File: config.mk
export PLATFORM = sky130hd
export DESIGN_NAME = mem_bus_arbiter
export DESIGN_NICKNAME = d
export VERILOG_FILES = /design/src/rtl/mem_bus_arbiter_pkg.sv /design/src/rtl/mem_bus_arbiter_rr_picker.sv /design/src/rtl/mem_bus_arbiter.sv
export SDC_FILE = /design/constraint.sdc
export NUM_CORES = 1
export LEC_CHECK = 0
export CAP_MARGIN = 5
export CELL_PAD_IN_SITES_DETAIL_PLACEMENT = 1
export CELL_PAD_IN_SITES_GLOBAL_PLACEMENT = 1
export CORE_MARGIN = 1.5
export CORE_UTILIZATION = 29
export DETAILED_ROUTE_END_ITERATION = 6
export GPL_TIMING_DRIVEN = 0
export PLACE_DENSITY = 0.88
export SETUP_SLACK_MARGIN = 0.05
export SLEW_MARGIN = 20
export SYNTH_ARGS = -nofsm -noshare
export SYNTH_HDL_FRONTEND = slang
export SYNTH_SLANG_ARGS = --single-unit
File: constraint.sdc
create_clock -name clk -period 6.51 [get_ports clk]
set_input_delay 1.953 -clock clk [delete_from_list [all_inputs] [get_ports clk]]
set_output_delay 1.953 -clock clk [all_outputs]
set_load 0.03 [all_outputs]
File: src/rtl/mem_bus_arbiter_pkg.sv
// Shared widths, op encodings and helpers for the frame-buffer memory arbiter.
package mem_arb_pkg;

    localparam int ADDR_W  = 16;
    localparam int DATA_W  = 32;
    localparam int WBEN_W  = 4;
    localparam int MAX_REQ = 8;
    localparam int ID_W    = 3;

    localparam logic OP_READ  = 1'b0;
    localparam logic OP_WRITE = 1'b1;

    // Bit n of the one-hot code for requester id.
    function automatic logic onehot(input logic [ID_W-1:0] id, input int n);
        return (int'(id) == n);
    endfunction

endpackage

File: src/rtl/mem_bus_arbiter_rr_picker.sv
// Combinational round-robin winner selection with optional fixed priority for requester 0.
module rr_picker
    import mem_arb_pkg::*;
#(
    parameter int NUM_REQ = 3
) (
    input  logic [NUM_REQ-1:0] rts,
    input  logic [ID_W-1:0]    ptr,
    input  logic               prio0_en,
    output logic [ID_W-1:0]    winner,
    output logic               any_req
);

    localparam int SUM_W = ID_W + 1;

    logic [MAX_REQ-1:0] rts_pad;
    logic [ID_W-1:0]    cand [NUM_REQ];

    assign rts_pad = MAX_REQ'(rts);
    assign any_req = |rts;

    // cand[k] is the requester index k places after the pointer, wrapped.
    for (genvar gi = 0; gi < NUM_REQ; gi++) begin : g_cand
        logic [SUM_W-1:0] sum;
        assign sum      = {1'b0, ptr} + SUM_W'(gi);
        assign cand[gi] = (sum >= SUM_W'(NUM_REQ)) ? ID_W'(sum - SUM_W'(NUM_REQ))
                                                    : sum[ID_W-1:0];
    end

    always_comb begin
        winner = '0;
        for (int k = NUM_REQ - 1; k >= 0; k--) begin
            if (rts_pad[cand[k]]) winner = cand[k];
        end
        if (prio0_en && rts[0]) winner = '0;
    end

endmodule

File: src/rtl/mem_bus_arbiter.sv
// Arbitrates the single-port frame-buffer memory between display refresh and drawing engines,
// registering one command per cycle and routing read data back to the issuing requester.
module mem_bus_arbiter
    import mem_arb_pkg::*;
#(
    parameter int NUM_REQ = 3,
    parameter int RD_LAT  = 2,
    parameter int PRIO0   = 1
) (
    input  logic                      clk,
    input  logic                      rst_,
    input  logic [NUM_REQ-1:0]        req_rts,
    output logic [NUM_REQ-1:0]        req_rtr,
    input  logic [NUM_REQ-1:0]        req_op,
    input  logic [NUM_REQ*ADDR_W-1:0] req_addr,
    input  logic [NUM_REQ*DATA_W-1:0] req_data,
    input  logic [NUM_REQ*WBEN_W-1:0] req_wben,
    output logic [DATA_W-1:0]         rsp_data,
    output logic [NUM_REQ-1:0]        rsp_xfc,
    input  logic                      mem_rdy,
    output logic                      mem_en,
    output logic                      mem_we,
    output logic [ADDR_W-1:0]         mem_addr,
    output logic [DATA_W-1:0]         mem_wdata,
    output logic [WBEN_W-1:0]         mem_wben,
    input  logic [DATA_W-1:0]         mem_rdata
);

    localparam int              TAG_W   = ID_W * RD_LAT;
    localparam logic [ID_W-1:0] PTR_RST = ID_W'((NUM_REQ > 1) ? 1 : 0);
    localparam logic [ID_W-1:0] LAST_ID = ID_W'(NUM_REQ - 1);

    logic [ID_W-1:0]    ptr_reg;
    logic [ID_W-1:0]    ptr_next;
    logic [ID_W-1:0]    winner;
    logic               any_req;
    logic               transfer;
    logic               win_op;
    logic               cmd_rd_reg;
    logic [ID_W-1:0]    cmd_id_reg;
    logic [RD_LAT-1:0]  tag_vld_reg;
    logic [TAG_W-1:0]   tag_id_reg;
    logic               tail_vld;
    logic [ID_W-1:0]    tail_id;
    logic [NUM_REQ-1:0] xfc_next;
    logic [MAX_REQ-1:0] op_pad;
    logic [ADDR_W-1:0]  addr_arr [MAX_REQ];
    logic [DATA_W-1:0]  data_arr [MAX_REQ];
    logic [WBEN_W-1:0]  wben_arr [MAX_REQ];

    rr_picker #(
        .NUM_REQ (NUM_REQ)
    ) u_picker (
        .rts      (req_rts),
        .ptr      (ptr_reg),
        .prio0_en (PRIO0 != 0),
        .winner   (winner),
        .any_req  (any_req)
    );

    // Winner always has rts set, so a grant is a transfer; no grants while in reset.
    assign transfer = any_req & mem_rdy & ~rst_;
    assign win_op   = op_pad[winner];
    assign tail_vld = tag_vld_reg[RD_LAT-1];
    assign tail_id  = tag_id_reg[TAG_W-1 -: ID_W];

    for (genvar gi = 0; gi < MAX_REQ; gi++) begin : g_req
        if (gi < NUM_REQ) begin : g_used
            assign op_pad[gi]   = req_op[gi];
            assign addr_arr[gi] = req_addr[ADDR_W*gi +: ADDR_W];
            assign data_arr[gi] = req_data[DATA_W*gi +: DATA_W];
            assign wben_arr[gi] = req_wben[WBEN_W*gi +: WBEN_W];
            assign req_rtr[gi]  = transfer & onehot(winner, gi);
            assign xfc_next[gi] = tail_vld & onehot(tail_id, gi);
        end else begin : g_pad
            assign op_pad[gi]   = 1'b0;
            assign addr_arr[gi] = '0;
            assign data_arr[gi] = '0;
            assign wben_arr[gi] = '0;
        end
    end

    // A priority win by the display reader leaves the rotation untouched.
    always_comb begin
        ptr_next = ptr_reg;
        if (transfer && !((PRIO0 != 0) && (winner == '0))) begin
            ptr_next = (winner == LAST_ID) ? '0 : winner + ID_W'(1);
        end
    end

    always_ff @(posedge clk) begin
        if (rst_) begin
            ptr_reg    <= PTR_RST;
            mem_en     <= 1'b0;
            mem_we     <= 1'b0;
            mem_addr   <= '0;
            mem_wdata  <= '0;
            mem_wben   <= '0;
            cmd_rd_reg <= 1'b0;
            cmd_id_reg <= '0;
        end else begin
            ptr_reg    <= ptr_next;
            mem_en     <= transfer;
            cmd_rd_reg <= transfer && (win_op == OP_READ);
            cmd_id_reg <= winner;
            if (transfer) begin
                mem_we    <= win_op;
                mem_addr  <= addr_arr[winner];
                mem_wdata <= data_arr[winner];
                mem_wben  <= (win_op == OP_WRITE) ? wben_arr[winner] : '0;
            end
        end
    end

    // Tags trail the issued command so the tail lines up with mem_rdata.
    always_ff @(posedge clk) begin
        if (rst_) begin
            tag_vld_reg <= '0;
            tag_id_reg  <= '0;
            rsp_xfc     <= '0;
            rsp_data    <= '0;
        end else begin
            tag_vld_reg <= RD_LAT'({tag_vld_reg, cmd_rd_reg});
            tag_id_reg  <= TAG_W'({tag_id_reg, cmd_id_reg});
            rsp_xfc     <= xfc_next;
            if (tail_vld) rsp_data <= mem_rdata;
        end
    end

endmodule

-- Word-level counts from Yosys, hierarchy flattened
Index checks and enable logic that the tools add are counted.
- flip-flop bits (word level): 104
- output and inout port bits: 92
- $add $sub $neg: 6
- eq/ne operators: 5
- bitwise logic cells: 11
- reductions and logical operators: 7
- multiplexer cells: 26
- $lt $le $gt $ge: 8
- operator list (kind ; number):
    32-bit binary-select mux with 3-bit select ; 1
    32-bit 2-to-1 mux ; 2
    16-bit binary-select mux with 3-bit select ; 1
    16-bit 2-to-1 mux ; 2
    3-bit 2-to-1 mux ; 8
    3-bit by 4-bit less-than comparator with 1-bit output (second input constant) ; 4
    1-bit binary-select mux with 3-bit select ; 4
    4-bit binary-select mux with 3-bit select ; 1
    4-bit 2-to-1 mux ; 3
    3-bit by 2-bit == test with 1-bit output (second input constant) ; 3
    3-bit logical NOT ; 3
    3-bit by 2-bit subtractor with 3-bit output (second input constant) ; 3
    1-bit bitwise AND ; 8
    4-bit by 2-bit greater-or-equal comparator with 1-bit output (second input constant) ; 2
    3-bit == test (second input constant) ; 2
    3-bit by 1-bit adder with 4-bit output (second input constant) ; 1
    3-bit by 2-bit adder with 4-bit output (second input constant) ; 1
    4-bit greater-or-equal comparator (second input constant) ; 1
    1-bit 2-to-1 mux ; 4
    3-bit inverter with 4-bit output ; 1
    3-bit by 1-bit adder with 3-bit output (second input constant) ; 1
    3-bit by 2-bit greater-or-equal comparator with 1-bit output (second input constant) ; 1
    3-bit OR reduction ; 1
    1-bit logical AND ; 2
    other kinds (2) ; 3

-- Logic depth before layout (Yosys ltp)
- depth in word-level cells: 14
- mapped depth: 13
- gate-level depth less buffers: 9

-- Cells and area by module
Synthesis repeated with hierarchy kept, for this count alone.
- cells, all modules: 547
- area total of the unflattened synthesis: 4961.0 sq um
- by module, submodules not included (module ; cells an instance ; times used ; sequential area each (sq um) ; area each (sq um)):
    mem_bus_arbiter ; 474 ; 1 ; 2082.0 ; 4465.5
    rr_picker ; 73 ; 1 ; 0.0 ; 495.5

-- Least setup slack after synthesis
Ideal clock, no wire load.
- kind: in2out
- from: input port req_rts[2]
- to: output port req_rtr[0]
- slack: 0.641 ns
- arrival: 3.916 ns
- required time: 4.557 ns
- path buffers: 1
- stages on the path: 7
- path through: nor4bb_1 -> a221oi_1 -> a21o_1 -> o21ai_1 -> a21oi_1 -> clkbuf_1 -> nor3_1
- word-level cells in the longest chain between the ends: 8
- elaborated cells between the ends (all ways): 15
- those cells by class: mux (10); bitwise (3); reduce/logical (2)
- ends and longest elaborated chain (element ; line ; source):
    start, declared ; mem_bus_arbiter.sv:12 ; input logic [NUM_REQ-1:0] req_rts,
    1-bit binary-select mux with 3-bit select ; mem_bus_arbiter_rr_picker.sv:33 ; if (rts_pad[cand[k]]) winner = cand[k];
    1-bit 2-to-1 mux (not written as such) ; mem_bus_arbiter_rr_picker.sv:33 ;
    3-bit 2-to-1 mux (3 in series) ; mem_bus_arbiter_rr_picker.sv:33 ;
    3-bit 2-to-1 mux ; mem_bus_arbiter_rr_picker.sv:35 ; if (prio0_en && rts[0]) winner = '0;
    3-bit logical NOT ; mem_bus_arbiter_pkg.sv:15 ; return (int'(id) == n);
    1-bit bitwise AND (*) ; mem_bus_arbiter.sv:73 ; assign req_rtr[gi] = transfer & onehot(winner, gi);
    end, declared ; mem_bus_arbiter.sv:13 ; output logic [NUM_REQ-1:0] req_rtr,
Every way passes the cells marked *; elsewhere a longest branch is shown, timed or not. The select of a mux whose other input is x is not followed.

-- Final worst setup path
- from: input port req_rts[0]
- to: output port req_rtr[0]
Same word-level chain as after synthesis.

==> results.txt <==
post-route cell area = 8680 um^2
later-pin clock latency in the skew report = 350 ps
Tightest Pin Transition = 779 ps
Placed Cells = 1,117
PortBufs = 287
Slew HR = 48.1%
total power = 1.93 mW
Max Slew Vio Count = 0
clk sinks = 104
Worst Path Arrival = 4380 ps
row count = 48
Final setup viols = 0
Min Clock Period, post-route = 6330 ps
pwr dens = 223 nW/um^2
TritonCTS Buffers = 9
Leak = 3.24 nW
Mapped Cells = 604
First-pass DRT Iterations = 4
Core ar. = 17,300 um^2
WL per Instance = 19.4 um
Root Buffer = clkbuf_16
Critical Path RT = 4560 ps
flops & latches, synth = 104
Die H = 136 um
antenna-violating nets left = 0
Netlist cell types = 48
largest net degree at the start of global routing = 18
first-pass GRT wire length = 33.6 mm
CTS tree = done
yosys synthesis warning count = 0
commonest cells after routing, fill and taps aside = clkdlybuf4s50_1 (282), dfxtp_1 (104), inv_1 (58)
Area Overhead vs Synth = 69.5%
Initial Util = 29.6%
DR vias = 5,958
unrepaired setup endpoints after global routing = yes
IO Count = 289
Die Wd = 136 um
gp weighted congestion = 0.865
placed instance area = 8290 um^2
Final #Nets = 1,115
residual DRC count = 0
Iter 0 DRT Violations = 229
post-DP HPWL = 17.1 mm
die area = 18,500 um^2
GRT Residual Overflow = 0
hold_buf cts = 0
footprint of the multi-input gates = 2640 um^2
vias per inst = 5.23
Post-Synthesis Cell Area = 5120 um^2
Reg2Reg Launch Point = ptr_reg[0]
worst setup path class = primary input to output pin
ANT cells = 0
register area share after synthesis = 40.7%
register area = 2080 um^2
Mapped Avg Cell Area = 8.48 um^2
worst min path class = register to register
Synth Flop Type = dfxtp_1
Max IR drop VDD = 0.000134 V
syn_nets = 809
H-tree Lvls = 3
Min-Delay Startpoint = cmd_id_reg[2]
share of layout cells above drive strength 1 = 6.02%
Finished Layout Cells = 1,139
share of flip-flops with an asynchronous set or reset = 0%
commonest non-fill, non-tap cell in the layout = clkdlybuf4s50_1
initial antenna violation count = 0
Setup Skew = 6.71 ps
crit-path max FO = 10
Final Hold Vio Count = 0
Fmax = 0.158 GHz
top flop regs = mem_wdata x32, rsp_data x32, mem_addr x16
clock-pin slew on the worst setup and hold paths = 70 ps
Startpoint Class = primary input
WL final = 22.1 mm
CP Launch Point = req_rts[0]
MaxCap Viol Count = 0
EDFF count, synth = 0
post-route clock period utilization = 97.3%
CTS max path bufs = 2
outcome = completed
fillers = 2,046
vias in the first global route = 6,271
critical path endpoint category = output pin
gr usage total = 23.6%
==> cells by family after synthesis <==
family	synth area share, %
adder cells (fa/ha/maj)	1.96
buffers and inverters	9.04
AND/OR/NAND/NOR	11.9
flip-flops	40.7
AO/OA/AOI/OAI	29.3
XOR/XNOR	0.342
other	0.0732
multiplexers	6.72
==> metal layers <==
metal / part of all wire, % / GRT usage (%)
met1: 41 / 27.5
met2: 48 / 40.8
met3: 7.4 / 5.74
met4: 3.8 / 10.7
met5: 0 / 0
==> synth_stat cells (all sizes together), types with 2 or more instances <==
| cell type | count | area share (%) |
|---|---|---|
| nand3 | 53 | 5.2 |
| mux2i | 34 | 6.7 |
| inv | 58 | 4.3 |
| nor3b | 2 | 0.29 |
| nor2b | 11 | 1.3 |
| nor4 | 2 | 0.24 |
| a311oi | 25 | 4.6 |
| buf | 18 | 1.7 |
| nor2 | 43 | 3.2 |
| nor3 | 3 | 0.29 |
| o31ai | 4 | 0.59 |
| a211oi | 51 | 7.5 |
| o21ai | 55 | 5.4 |
| ha | 8 | 2.0 |
| a21o | 5 | 0.73 |
| a221oi | 29 | 5.0 |
| dfxtp | 104 | 41 |
| clkbuf | 42 | 3.1 |
| a21oi | 33 | 3.2 |
==> worst max-delay path: stages <==
cell             delay, ps
clkdlybuf4s50_1        530
nor2b_1                190
a221oi_1               300
a21o_1                 230
o21bai_4               120
a21oi_2                280
clkbuf_2               330
nor3_1                  70
dlygate4sd1_1          370
==> what timing repair did <==
item,4_1_cts,5_1_grt
resized for setup,24,2
pin swaps,2,2
setup buffers,3,6
setup endpoints to repair,3,3
hold endpoints to repair,0,0
==> through the flow <==
step | setup WS (ps) | TNS, ps | util (%) | hold WS [ps]
CTS | 109 | 0 | 49.9 | 442
global placement | -866 | -2340 | 47.8 | 417
finish | 176 | 0 | 50.2 | 440
floorplan | 641 | 0 | - | 412
global route | 49.6 | 0 | 50.2 | 455
detailed placement | -1020 | -2650 | 47.9 | 428
==> path summary, 6_finish.rpt <==
| kind | cells after the start | endpoint | slack [ps] |
|---|---|---|---|
| worst max-delay path | 9 | req_rtr[0] | 180 |
| worst min-delay path | 1 | tag_id_reg[2] | 440 |
| worst max register to register | 11 | mem_wdata[31] | 2930 |
| worst min register to register | 1 | tag_id_reg[2] | 440 |
==> area by class of cell <==
type | count | area share [%]
clock inverters | 5 | 0.533
well taps | 225 | 3.24
repair buffers | 297 | 33.9
inverters | 58 | 2.51
multi-input cells | 382 | 30.4
flip-flops and latches | 104 | 24.0
plain buffers | 58 | 2.80
clock buffers | 10 | 2.64
==> where the power goes <==
group	leakage, nW	total (mW)	internal, mW	switching, mW
clock	0.131	0.518	0.262	0.256
sequential	0.850	0.708	0.681	0.0261
combinational	2.26	0.706	0.312	0.395
total	3.24	1.93	1.26	0.677
No activity file was read; power rests on OpenSTA's default activity.
